**config.mk**
```make
export PLATFORM = sky130hd
export DESIGN_NAME = alu_rr_arbiter
export DESIGN_NICKNAME = d
export VERILOG_FILES = /design/src/rtl/alu_rr_arbiter.sv
export SDC_FILE = /design/constraint.sdc
export NUM_CORES = 1
export LEC_CHECK = 0
export ABC_AREA = 1
export ABC_CLOCK_PERIOD_IN_PS = 1800
export CAP_MARGIN = 0
export CORE_MARGIN = 3
export CORE_UTILIZATION = 30
export CTS_BUF_LIST = sky130_fd_sc_hd__clkbuf_8
export CTS_CLUSTER_DIAMETER = 200
export DETAILED_ROUTE_END_ITERATION = 10
export GPL_ROUTABILITY_DRIVEN = 0
export GPL_TIMING_DRIVEN = 0
export PLACE_DENSITY = 0.69
export SYNTH_ARGS = -nofsm -noshare
export SYNTH_HDL_FRONTEND = slang
export SYNTH_SLANG_ARGS = --single-unit
```
**constraint.sdc**
```tcl
create_clock -name clk -period 1.8 [get_ports clk]
set_input_delay 0.27 -clock clk [delete_from_list [all_inputs] [get_ports clk]]
set_output_delay 0.27 -clock clk [all_outputs]
set_load 0.005 [all_outputs]
```
**src/rtl/alu_rr_arbiter.sv**
```systemverilog
// alu_rr_arbiter: shares one external combinational integer ALU between two requesters.
//
// Flow per operation:
//   IDLE  : round-robin grant to one valid requester and latch its op/a/b.
//   ISSUE : drive the ALU for one cycle and register its result.
//   RESP  : present the registered result to the owning requester until it takes it.
//
// Ports:
//   clk, rst                      clock, synchronous active-high reset
//   req{0,1}_valid/_ready         request handshake (ready only ever high in IDLE)
//   req{0,1}_op/_a/_b             ALU_OP code and operands from each requester
//   alu_op/alu_a/alu_b            drive the shared ALU (quiet add 0+0 outside ISSUE)
//   alu_result                    combinational result back from the ALU
//   rsp_valid[1:0]                one-hot, bit i = response pending for requester i
//   rsp_ready[1:0]                bit i = requester i takes its response
//   rsp_result, rsp_err           registered result and illegal-op flag
module alu_rr_arbiter #(
  parameter int unsigned DW      = 32,
  parameter int unsigned NUM_OPS = 9
) (
  input  logic          clk,
  input  logic          rst,
  input  logic          req0_valid,
  output logic          req0_ready,
  input  logic [3:0]    req0_op,
  input  logic [DW-1:0] req0_a,
  input  logic [DW-1:0] req0_b,
  input  logic          req1_valid,
  output logic          req1_ready,
  input  logic [3:0]    req1_op,
  input  logic [DW-1:0] req1_a,
  input  logic [DW-1:0] req1_b,
  output logic [3:0]    alu_op,
  output logic [DW-1:0] alu_a,
  output logic [DW-1:0] alu_b,
  input  logic [DW-1:0] alu_result,
  output logic [1:0]    rsp_valid,
  input  logic [1:0]    rsp_ready,
  output logic [DW-1:0] rsp_result,
  output logic          rsp_err
);

  // Codes at or above this limit are rejected without touching the ALU.
  localparam logic [4:0] OpLimit = 5'(NUM_OPS);

  typedef enum logic [1:0] {StIdle, StIssue, StResp} state_e;

  state_e        state_q, state_d;
  logic          ptr_q, ptr_d;   // requester favoured when both are valid
  logic          gnt_q, gnt_d;   // owner of the in-flight operation
  logic [3:0]    op_q, op_d;
  logic [DW-1:0] a_q, a_d;
  logic [DW-1:0] b_q, b_d;
  logic [DW-1:0] res_q, res_d;
  logic          err_q, err_d;

  logic          gnt0, gnt1;
  logic          op_illegal;
  logic          rsp_fire;

  // Grant decision: a lone requester wins regardless of the pointer.
  always_comb begin
    gnt0 = 1'b0;
    gnt1 = 1'b0;
    if (state_q == StIdle) begin
      if (req0_valid && (!req1_valid || !ptr_q)) begin
        gnt0 = 1'b1;
      end else if (req1_valid) begin
        gnt1 = 1'b1;
      end
    end
  end

  assign op_illegal = ({1'b0, op_q} >= OpLimit);
  assign rsp_fire   = gnt_q ? rsp_ready[1] : rsp_ready[0];

  // State register.
  always_ff @(posedge clk) begin
    if (rst) begin
      state_q <= StIdle;
    end else begin
      state_q <= state_d;
    end
  end

  // Next-state logic.
  always_comb begin
    state_d = state_q;
    unique case (state_q)
      StIdle:  if (gnt0 || gnt1) state_d = StIssue;
      StIssue: state_d = StResp;
      StResp:  if (rsp_fire) state_d = StIdle;
      default: state_d = StIdle;
    endcase
  end

  // Datapath next-state: operand latch on grant, result capture in ISSUE.
  always_comb begin
    ptr_d = ptr_q;
    gnt_d = gnt_q;
    op_d  = op_q;
    a_d   = a_q;
    b_d   = b_q;
    res_d = res_q;
    err_d = err_q;
    if (gnt0 || gnt1) begin
      gnt_d = gnt1;
      ptr_d = gnt0;  // point at the other requester
      op_d  = gnt1 ? req1_op : req0_op;
      a_d   = gnt1 ? req1_a  : req0_a;
      b_d   = gnt1 ? req1_b  : req0_b;
    end
    if (state_q == StIssue) begin
      res_d = op_illegal ? '0 : alu_result;
      err_d = op_illegal;
    end
  end

  always_ff @(posedge clk) begin
    if (rst) begin
      ptr_q <= 1'b0;
      gnt_q <= 1'b0;
      op_q  <= '0;
      a_q   <= '0;
      b_q   <= '0;
      res_q <= '0;
      err_q <= 1'b0;
    end else begin
      ptr_q <= ptr_d;
      gnt_q <= gnt_d;
      op_q  <= op_d;
      a_q   <= a_d;
      b_q   <= b_d;
      res_q <= res_d;
      err_q <= err_d;
    end
  end

  // Outputs: ALU sees a quiet add except during a legal ISSUE cycle.
  always_comb begin
    req0_ready = gnt0;
    req1_ready = gnt1;
    alu_op     = 4'b0000;
    alu_a      = '0;
    alu_b      = '0;
    rsp_valid  = 2'b00;
    if (state_q == StIssue && !op_illegal) begin
      alu_op = op_q;
      alu_a  = a_q;
      alu_b  = b_q;
    end
    if (state_q == StResp) begin
      rsp_valid = gnt_q ? 2'b10 : 2'b01;
    end
  end

  assign rsp_result = res_q;
  assign rsp_err    = err_q;

endmodule

```
==> results of run 1 <==
-- synthesized netlist by cell type --
| master | count | share of area |
|---|---|---|
| nand2_1 | 106 | 0.071 |
| a211oi_1 | 1 | 0.0013 |
| nand2_2 | 3 | 0.0034 |
| nand3_1 | 34 | 0.031 |
| buf_2 | 21 | 0.019 |
| a21oi_1 | 36 | 0.032 |
| inv_2 | 2 | 0.0013 |
| nand3_2 | 1 | 0.0018 |
| nor2_1 | 275 | 0.19 |
| o21ai_0 | 69 | 0.062 |
| inv_1 | 142 | 0.096 |
| buf_4 | 7 | 0.0094 |
| clkbuf_1 | 40 | 0.027 |
| nand4_1 | 68 | 0.076 |
| nor2_4 | 2 | 0.0040 |
| dfxtp_1 | 105 | 0.38 |
| nor2_2 | 1 | 0.0011 |
| buf_1 | 2 | 0.0013 |
-- power groups by stage --
stage,clock network [mW],registers [mW],logic [mW]
4_1_cts,1.59,2.74,2.37
2_1_floorplan,0,2.76,1.13
6_report,1.54,2.74,2.49
5_1_grt,1.67,2.78,2.76
3_3_place_gp,0,2.78,2.15
3_5_place_dp,0,2.79,2.17
-- cells by family after synthesis --
| logic type | share of synthesized area |
|---|---|
| compound gates | 0.0956 |
| buf+inv | 0.154 |
| flops | 0.377 |
| simple gates | 0.374 |
-- critical path: cells and delay by family, from the launching register on --
family	cells	cell delay (ns)
flip-flops	1	0.34
AND/OR/NAND/NOR	4	0.35
buffers and inverters	4	0.53
-- per-layer routing --
layer | vias up | share of wire | GRT usage
li1 | 3453 | - | -
met1 | 3047 | 0.42 | 0.256
met2 | 238 | 0.48 | 0.336
met3 | 23 | 0.085 | 0.0615
met4 | 0 | 0.018 | 0.0610
met5 | - | 0 | 0
-- metrics by stage --
step	cell area (sq um)	hold WS (ns)	setup TNS (ns)	utilization	cells
after global placement	8620	0.450	-52.10	0.477	1420
after global routing	9230	0.179	-6.56	0.510	1455
after CTS	9030	0.136	-6.06	0.499	1449
after floorplan	5570	0.433	0	-	915
final	9230	0.154	-2.37	0.510	1455
after detailed placement	8620	0.455	-49.57	0.477	1420
-- worst max-delay path by stage --
stage	from	endpoint	slack, ns	cells past startpoint
finish	op_q[0]	alu_a[24]	-0.09	8
global route	op_q[0]	alu_a[30]	-0.17	8
CTS	op_q[0]	alu_b[26]	-0.16	7
detailed placement	op_q[1]	alu_a[21]	-0.67	8
global placement	op_q[2]	alu_a[21]	-0.72	8
floorplan	state_q[0]	alu_a[14]	0.29	6
-- registers in the layout, indices dropped and copies added (netlist names) --
signal	count
rsp_err	1
state_q	2
ptr_q	1
b_q	32
op_q	4
rsp_result	32
a_q	32
gnt_q	1
-- what timing repair did --
action / CTS / global route
gates cloned: 2 / 1
setup endpoints to repair: 134 / 109
pin swaps: 7 / 4
setup buffers: 11 / 5
resized for setup: 321 / 92
endpoints found under the hold margin: 0 / 0
-- layout by cell type, fill, tap and decap left out, types with 27 or more instances in the layout --
| cell type | instances |
|---|---|
| nor2_2 | 27 |
| nand4_1 | 68 |
| o21ai_0 | 69 |
| dfxtp_1 | 100 |
| nand2_1 | 103 |
| nand3_1 | 33 |
| buf_2 | 63 |
| a21oi_1 | 36 |
| clkdlybuf4s50_1 | 204 |
| nor2_1 | 228 |
| inv_1 | 137 |
-- final cells by class --
cell class	count	area share
Clock buffer	9	0.0134
Inverter	144	0.0586
Clock inverter	7	0.00881
Tap cell	229	0.0310
Sequential cell	105	0.229
Timing Repair Buffer	295	0.293
Buffer	70	0.0512
Multi-Input combinational cell	596	0.315
==> results.sh, run 1 <==
export IMPL_status="finished, violations left"
export IMPL_violations="negative setup slack"
export IMPL_p_sw_mw=2.43
export IMPL_slowest_delay_ns=0.34
export IMPL_diodes=0
export IMPL_nets=1395
export IMPL_fp_dieW_microns=142
export IMPL_htree_levels=3
export IMPL_grt_pass1_wl_mm=32.8
export IMPL_port_buffers=276
export IMPL_rrSetupSlack_ns=0.09
export IMPL_core_area_sq_um=18100
export IMPL_grt_max_degree=22
export IMPL_worst_slew_pin_slew_ns=0.597
export IMPL_fillers=1822
export IMPL_grt_pass1_vias=6300
export IMPL_power_frac_seq=0.405
export IMPL_r2r_start="state_q[0]"
export IMPL_regArea_sq_um=2110
export IMPL_ctsHoldBuffers=0
export IMPL_cap_violations=0
export IMPL_cp_end_kind="output pin"
export IMPL_io_pins=279
export IMPL_crit_path_start_kind="flip-flop"
export IMPL_holdPathEnd="state_q[0]"
export IMPL_first_pass_iters=5
export IMPL_cts_root_buf="clkbuf_8"
export IMPL_ant_nets=0
export IMPL_p_leak_nw=4.14
export IMPL_post_route_period_util=1.05
export IMPL_clk_latency_ns=0.40
export IMPL_path_class="flip-flop to output pin"
export IMPL_vias=6761
export IMPL_tritoncts="built"
export IMPL_dieArea_sq_um=20300
export IMPL_crit_required_ns=1.53
export IMPL_synth_seq_cells=105
export IMPL_finalHoldViolations=0
export IMPL_crit_path_max_fanout=6
export IMPL_critical_path_arrival_ns=1.62
export IMPL_avgSynthCellArea_sq_um=6.09
export IMPL_wl_per_cell_microns=14.9
export IMPL_cts_buffers=9
export IMPL_drt_vias_per_instance=4.65
export IMPL_clkPwrFrac=0.227
export IMPL_routed_wl_mm=21.6
export IMPL_initialDrtViolationCount=329
export IMPL_drc=0
export IMPL_intPower_mw=4.35
export IMPL_synth_area_sq_um=5570
export IMPL_multi_input_comb_area_sq_um=2910
export IMPL_fin_crit_ns=1.89
export IMPL_relSlewSlack=0.602
export IMPL_antenna_found_initial=0
export IMPL_total_power_mw=6.78
export IMPL_swShare=0.359
export IMPL_combPwrFrac=0.368
export IMPL_worst_slack_ns=-0.0878
export IMPL_clkSlewWorstSetupHoldPaths_ns=0.13
export IMPL_start_util=0.308
export IMPL_pre_cts_ws_ns=-0.665
export IMPL_cts_path_max_buffers=2
export IMPL_rows=49
export IMPL_netlist_instances=915
export IMPL_hpwl_mm=15.7
export IMPL_drive_above_1_share=0.172
export IMPL_r2r_end="a_q[24]"
export IMPL_syn_to_final_growth_pct=65.6
export IMPL_synth_nets=1089
export IMPL_ys_warn_count=0
export IMPL_grt_usage=0.203
export IMPL_setup_viol=38
export IMPL_power_density_nw_per_um2=734
export IMPL_die_y_microns=142
export IMPL_rsz0062_at_grt="yes"
export IMPL_ir_drop_mv=0.462
export IMPL_cp_cell_sequence="inv_2 -> nand3_4 -> nand2_4 -> nand2_8 -> buf_12 -> clkbuf_16 -> nor2_2 -> buf_2"
export IMPL_post_synth_num_cell_types=18
export IMPL_cts_num_sinks=105
export IMPL_r2r_cells=10
export IMPL_finalMaxSlewViolations=0
export IMPL_fmaxAchievable_mhz=530
export IMPL_min_path_type="input pin to flip-flop"
export IMPL_finClkSkew_ns=0.0181
export IMPL_seq_area_frac_synth=0.377
export IMPL_holdPathStages=2
export IMPL_worstHoldStart="rst"
export IMPL_overflow=0
export IMPL_crit_slowest_cell="dfxtp_2"
Power figures use the tool's default switching activity.
==> run 2: changes to the inputs <==
--- a/config.mk
+++ b/config.mk
@@ -8,7 +8,7 @@
 export ABC_AREA = 1
 export ABC_CLOCK_PERIOD_IN_PS = 1800
 export CAP_MARGIN = 0
-export CORE_MARGIN = 3
+export CORE_MARGIN = 5
 export CORE_UTILIZATION = 30
 export CTS_BUF_LIST = sky130_fd_sc_hd__clkbuf_8
 export CTS_CLUSTER_DIAMETER = 200
==> run 2 against run 1 <==
The flow still finishes with violations (negative setup slack). First-iteration DRC count decreased by 19%. Clock power about the same. Final cell count up 1.2%. Hold slack improved by 0.0039 ns. Die area up 5.7%. Sequential power hardly changed. Sequential share of layout area down 1.2 points. Clock-buffer cell count did not move. Setup slack worse by 0.054 ns.
==> results.sh, run 2 (same netlist as run 1, synthesis figures left out) <==
export IMPL_holdPathStages=2
export IMPL_finalHoldViolations=0
export IMPL_r2r_start="state_q[1]"
export IMPL_power_frac_seq=0.388
export IMPL_cap_violations=0
export IMPL_grt_max_degree=22
export IMPL_grt_pass1_wl_mm=34.4
export IMPL_relSlewSlack=0.599
export IMPL_htree_levels=3
export IMPL_cp_top_family="buffers and inverters"
export IMPL_crit_path_frequent_cell="nand2_8"
export IMPL_layout_common_cells="nor2_1, clkdlybuf4s50_1, inv_1"
export IMPL_crit_slowest_cell="dfxtp_2"
export IMPL_holdPathEnd="rsp_result[31]"
export IMPL_dieArea_sq_um=21400
export IMPL_drive_above_1_share=0.207
export IMPL_drc=0
export IMPL_power_density_nw_per_um2=728
export IMPL_initialDrtViolationCount=265
export IMPL_slowest_delay_ns=0.34
export IMPL_nets=1413
export IMPL_diodes=0
export IMPL_crit_path_max_fanout=7
export IMPL_p_sw_mw=2.55
export IMPL_clkPwrFrac=0.217
export IMPL_crit_required_ns=1.53
export IMPL_fmaxAchievable_mhz=515
export IMPL_r2r_cells=11
export IMPL_clk_latency_ns=0.40
export IMPL_tritoncts="built"
export IMPL_overflow=0
export IMPL_worstHoldStart="rst"
export IMPL_clkSlewWorstSetupHoldPaths_ns=0.12
export IMPL_cts_root_buf="clkbuf_8"
export IMPL_worst_slack_ns=-0.142
export IMPL_finalMaxSlewViolations=0
export IMPL_post_route_period_util=1.08
export IMPL_p_leak_nw=4.28
export IMPL_routed_wl_mm=22.6
export IMPL_worst_slew_pin_slew_ns=0.602
export IMPL_setup_viol=67
export IMPL_finClkSkew_ns=0.0193
export IMPL_violations="negative setup slack"
export IMPL_rsz0062_at_grt="yes"
export IMPL_path_class="flip-flop to output pin"
export IMPL_grt_usage=0.199
export IMPL_place_inst=1420
export IMPL_first_pass_iters=4
export IMPL_grt_pass1_vias=6361
export IMPL_ir_drop_mv=0.359
export IMPL_wl_per_cell_microns=15.3
export IMPL_cts_num_sinks=105
export IMPL_vias=6842
export IMPL_critical_path_arrival_ns=1.67
export IMPL_rows=49
export IMPL_critPathBufInv=4
export IMPL_hpwl_mm=16.3
export IMPL_swShare=0.361
export IMPL_fin_crit_ns=1.94
export IMPL_utilization=0.535
export IMPL_r2r_end="b_q[24]"
export IMPL_die_y_microns=146
export IMPL_rrSetupSlack_ns=0.07
export IMPL_intPower_mw=4.51
export IMPL_start_util=0.307
export IMPL_syn_to_final_growth_pct=74.2
export IMPL_fin_cells=1473
export IMPL_min_path_type="input pin to flip-flop"
export IMPL_antenna_found_initial=2
export IMPL_crit_path_start_kind="flip-flop"
export IMPL_io_pins=279
export IMPL_drt_vias_per_instance=4.64
export IMPL_cp_end_kind="output pin"
export IMPL_port_buffers=276
export IMPL_ant_nets=0
export IMPL_cts_path_max_buffers=2
export IMPL_cp_cell_sequence="inv_2 -> nand3_4 -> nand2_8 -> nand2_8 -> buf_12 -> clkbuf_16 -> nor2_4 -> buf_6"
export IMPL_cts_buffers=9
export IMPL_final_area_sq_um=9710
export IMPL_core_area_sq_um=18100
export IMPL_layout_commonest_cell="nor2_1"
export IMPL_fp_dieW_microns=146
export IMPL_combPwrFrac=0.395
export IMPL_placed_area_sq_um=8620
export IMPL_status="finished, violations left"
## run 2: changes by cell type in the layout (fill, tap and decap cells not counted), sizes merged, moves of 2 or more
cell / delta
buf: +31
nand2: +2
clkdlybuf4s15: -7
clkbuf: -2
dlygate4sd2: -5
## run 2: metal layers
layer / vias to the layer above / wire (microns) / global-route usage
met3: 31 / 1900 / 0.0682
li1: 3476 / - / -
met5: - / 27 / 0
met2: 222 / 10800 / 0.335
met1: 3109 / 9380 / 0.244
met4: 4 / 439 / 0.0522
## run 2: timing repair
item	in CTS	in global routing
gates resized for setup	379	161
buffers inserted	14	19
setup endpoints to repair	132	134
cloned	5	3
pin swaps	7	9
endpoints found under the hold margin	0	0
hold buffers	0	0
## run 2: final cells by class
type	count	area [sq um]
fillers	1788	8440
multi-input cells	598	3110
repair buffers	313	2990
flip-flops and latches	105	2110
inverters	144	541
plain buffers	68	477
well taps	229	287
clock buffers	9	124
clock inverters	7	78.8
## run 2: power groups by stage
stage          Clock, mW  Sequential (mW)  Combinational, mW
6_report            1.53             2.74               2.79
2_1_floorplan          0             2.76               1.13
3_3_place_gp           0             2.78               2.15
4_1_cts             1.59             2.74               2.44
5_1_grt             1.69             2.78               3.07
3_5_place_dp           0             2.79               2.17
## run 2: worst max path at each step
stage	depth (start not counted)	startpoint	slack, ns	endpoint
6_report	8	op_q[0]	-0.14	alu_a[24]
5_1_grt	6	state_q[1]	-0.23	alu_op[2]
4_1_cts	8	op_q[0]	-0.19	alu_a[24]
3_5_place_dp	8	op_q[2]	-0.78	alu_a[24]
3_3_place_gp	8	op_q[2]	-0.80	alu_a[24]
2_1_floorplan	6	state_q[0]	0.29	alu_a[14]
## run 2: stage by stage
stage / hold WS [ns] / setup slack [ns] / power (mW) / TNS [ns]
after global placement: 0.450 / -0.803 / 4.93 / -50.23
after detailed placement: 0.454 / -0.780 / 4.95 / -50.29
after global routing: 0.146 / -0.234 / 7.54 / -11.26
after floorplan: 0.433 / 0.295 / 3.89 / 0
after CTS: 0.138 / -0.193 / 6.77 / -7.25
final: 0.158 / -0.142 / 7.07 / -4.16
==> run 3: changes to the inputs <==
--- a/config.mk
+++ b/config.mk
@@ -8,10 +8,9 @@
 export ABC_AREA = 1
 export ABC_CLOCK_PERIOD_IN_PS = 1800
 export CAP_MARGIN = 0
-export CORE_MARGIN = 5
 export CORE_UTILIZATION = 30
-export CTS_BUF_LIST = sky130_fd_sc_hd__clkbuf_8
 export CTS_CLUSTER_DIAMETER = 200
+export CTS_CLUSTER_SIZE = 14
 export DETAILED_ROUTE_END_ITERATION = 10
 export GPL_ROUTABILITY_DRIVEN = 0
 export GPL_TIMING_DRIVEN = 0
==> run 3 against run 2 <==
Clock skew fell by 0.0082 ns. Total power rose by 4.4%. Die area fell by 11%. The run ends with design-rule violations, negative setup slack left. Combinational power fell by 6%. Hold slack improved by 0.057 ns. Routed wire length fell by 7.0%. Largest cell class unchanged. Global-route usage rose by 1.8 points. First-iteration DRC count rose by 22%.
==> results.sh, run 3 (same netlist as run 1, synthesis figures left out) <==
export IMPL_port_buffers=276
export IMPL_post_route_period_util=1.04
export IMPL_critical_path_arrival_ns=1.59
export IMPL_drt_vias_per_instance=4.61
export IMPL_cts_root_buf="clkbuf_16"
export IMPL_vias=6734
export IMPL_core_area_sq_um=18100
export IMPL_setup_viol=37
export IMPL_fp_dieW_microns=138
export IMPL_grt_pass1_wl_mm=33.2
export IMPL_place_inst=1420
export IMPL_fin_cells=1461
export IMPL_wl_per_cell_microns=14.4
export IMPL_routed_wl_mm=21.0
export IMPL_dieArea_sq_um=19100
export IMPL_min_path_type="input pin to flip-flop"
export IMPL_path_class="flip-flop to output pin"
export IMPL_ir_drop_mv=0.423
export IMPL_overflow=0
export IMPL_cts_num_sinks=105
export IMPL_clkSlewWorstSetupHoldPaths_ns=0.08
export IMPL_ant_nets=0
export IMPL_first_pass_iters=7
export IMPL_cp_cell_sequence="inv_2 -> nand3_4 -> nand2_4 -> nand2_8 -> buf_12 -> clkbuf_16 -> nor2_4 -> buf_2"
export IMPL_start_util=0.308
export IMPL_cp_end_kind="output pin"
export IMPL_syn_to_final_growth_pct=71.3
export IMPL_initialDrtViolationCount=324
export IMPL_crit_path_start_kind="flip-flop"
export IMPL_htree_levels=3
export IMPL_crit_path_max_fanout=7
export IMPL_worst_slack_ns=-0.0637
export IMPL_hpwl_mm=15.1
export IMPL_p_leak_nw=4.22
export IMPL_cap_violations=0
export IMPL_tritoncts="built"
export IMPL_finalHoldViolations=0
export IMPL_relSlewSlack=0.653
export IMPL_antenna_found_initial=1
export IMPL_finalMaxSlewViolations=0
export IMPL_cts_buffers=9
export IMPL_worst_slew_pin_slew_ns=0.521
export IMPL_ctsHoldBuffers=0
export IMPL_drc=38
export IMPL_grt_pass1_vias=6415
export IMPL_rsz0062_at_grt="yes"
export IMPL_grt_usage=0.217
export IMPL_fin_crit_ns=1.86
export IMPL_die_y_microns=138
export IMPL_status="finished, violations left"
export IMPL_grt_max_degree=22
export IMPL_slowest_delay_ns=0.33
export IMPL_fillers=1822
export IMPL_rows=49
export IMPL_cp_top_family="buffers and inverters"
export IMPL_violations="design-rule violations, negative setup slack"
export IMPL_cts_path_max_buffers=2
export IMPL_crit_required_ns=1.53
export IMPL_finClkSkew_ns=0.0112
export IMPL_fmaxAchievable_mhz=537
export IMPL_crit_slowest_cell="dfxtp_2"
export IMPL_critPathBufInv=4
export IMPL_layout_commonest_cell="nor2_1"
export IMPL_io_pins=279
export IMPL_layout_common_cells="nor2_1, clkdlybuf4s50_1, inv_1"
export IMPL_clk_latency_ns=0.36
export IMPL_nets=1400
export IMPL_power_density_nw_per_um2=773
export IMPL_drive_above_1_share=0.178
export IMPL_pre_cts_ws_ns=-0.769
export IMPL_holdWs_ns=0.215
==> run 3: worst paths after layout <==
kind / from / slack (ns) / cells after the start / endpoint
setup / recovery: op_q[2] / -0.06 / 8 / alu_op[2]
setup reg to reg: state_q[0] / 0.13 / 7 / b_q[19]
hold / removal: rst / 0.22 / 2 / state_q[0]
hold reg to reg: ptr_q / 0.47 / 2 / ptr_q
==> run 3: layout make-up <==
class	count	area [sq um]	share of cell area
multi-input cells	596	3050	0.320
repair buffers	301	2820	0.295
flip-flops and latches	105	2110	0.221
inverters	144	546	0.0571
plain buffers	69	429	0.0449
well taps	229	287	0.0300
clock buffers	9	225	0.0236
clock inverters	7	80.1	0.00839
diodes	1	2.50	0.000262
==> run 3: through the flow <==
step	total power, mW	cell area, sq um	utilization	TNS, ns
6_report	7.38	9550	0.528	-0.905
5_1_grt	7.83	9550	0.528	-3.95
4_1_cts	7.17	9100	0.503	-3.85
3_5_place_dp	4.95	8620	0.477	-50.14
3_3_place_gp	4.92	8620	0.477	-51.44
2_1_floorplan	3.89	5570	-	0
==> run 3: timing repair <==
item / CTS / global route
setup buffers: 14 / 7
gates cloned: 2 / 2
setup endpoints to repair: 129 / 112
resized for setup: 347 / 117
pin swaps: 6 / 5
==> run 3: report_power, final <==
group,internal [mW],leakage [nW],switching [mW],total (mW)
clock,0.994,0.146,1.03,2.02
combinational,1.24,3.20,1.37,2.61
sequential,2.60,0.870,0.140,2.74
total,4.84,4.22,2.54,7.38
==> run 3: per-layer routing <==
layer	vias up	global-route usage	wire, microns
li1	3455	-	-
met1	3036	0.267	9130
met5	-	0	0
met4	0	0.0698	466
met3	32	0.0506	1470
met2	211	0.375	9940
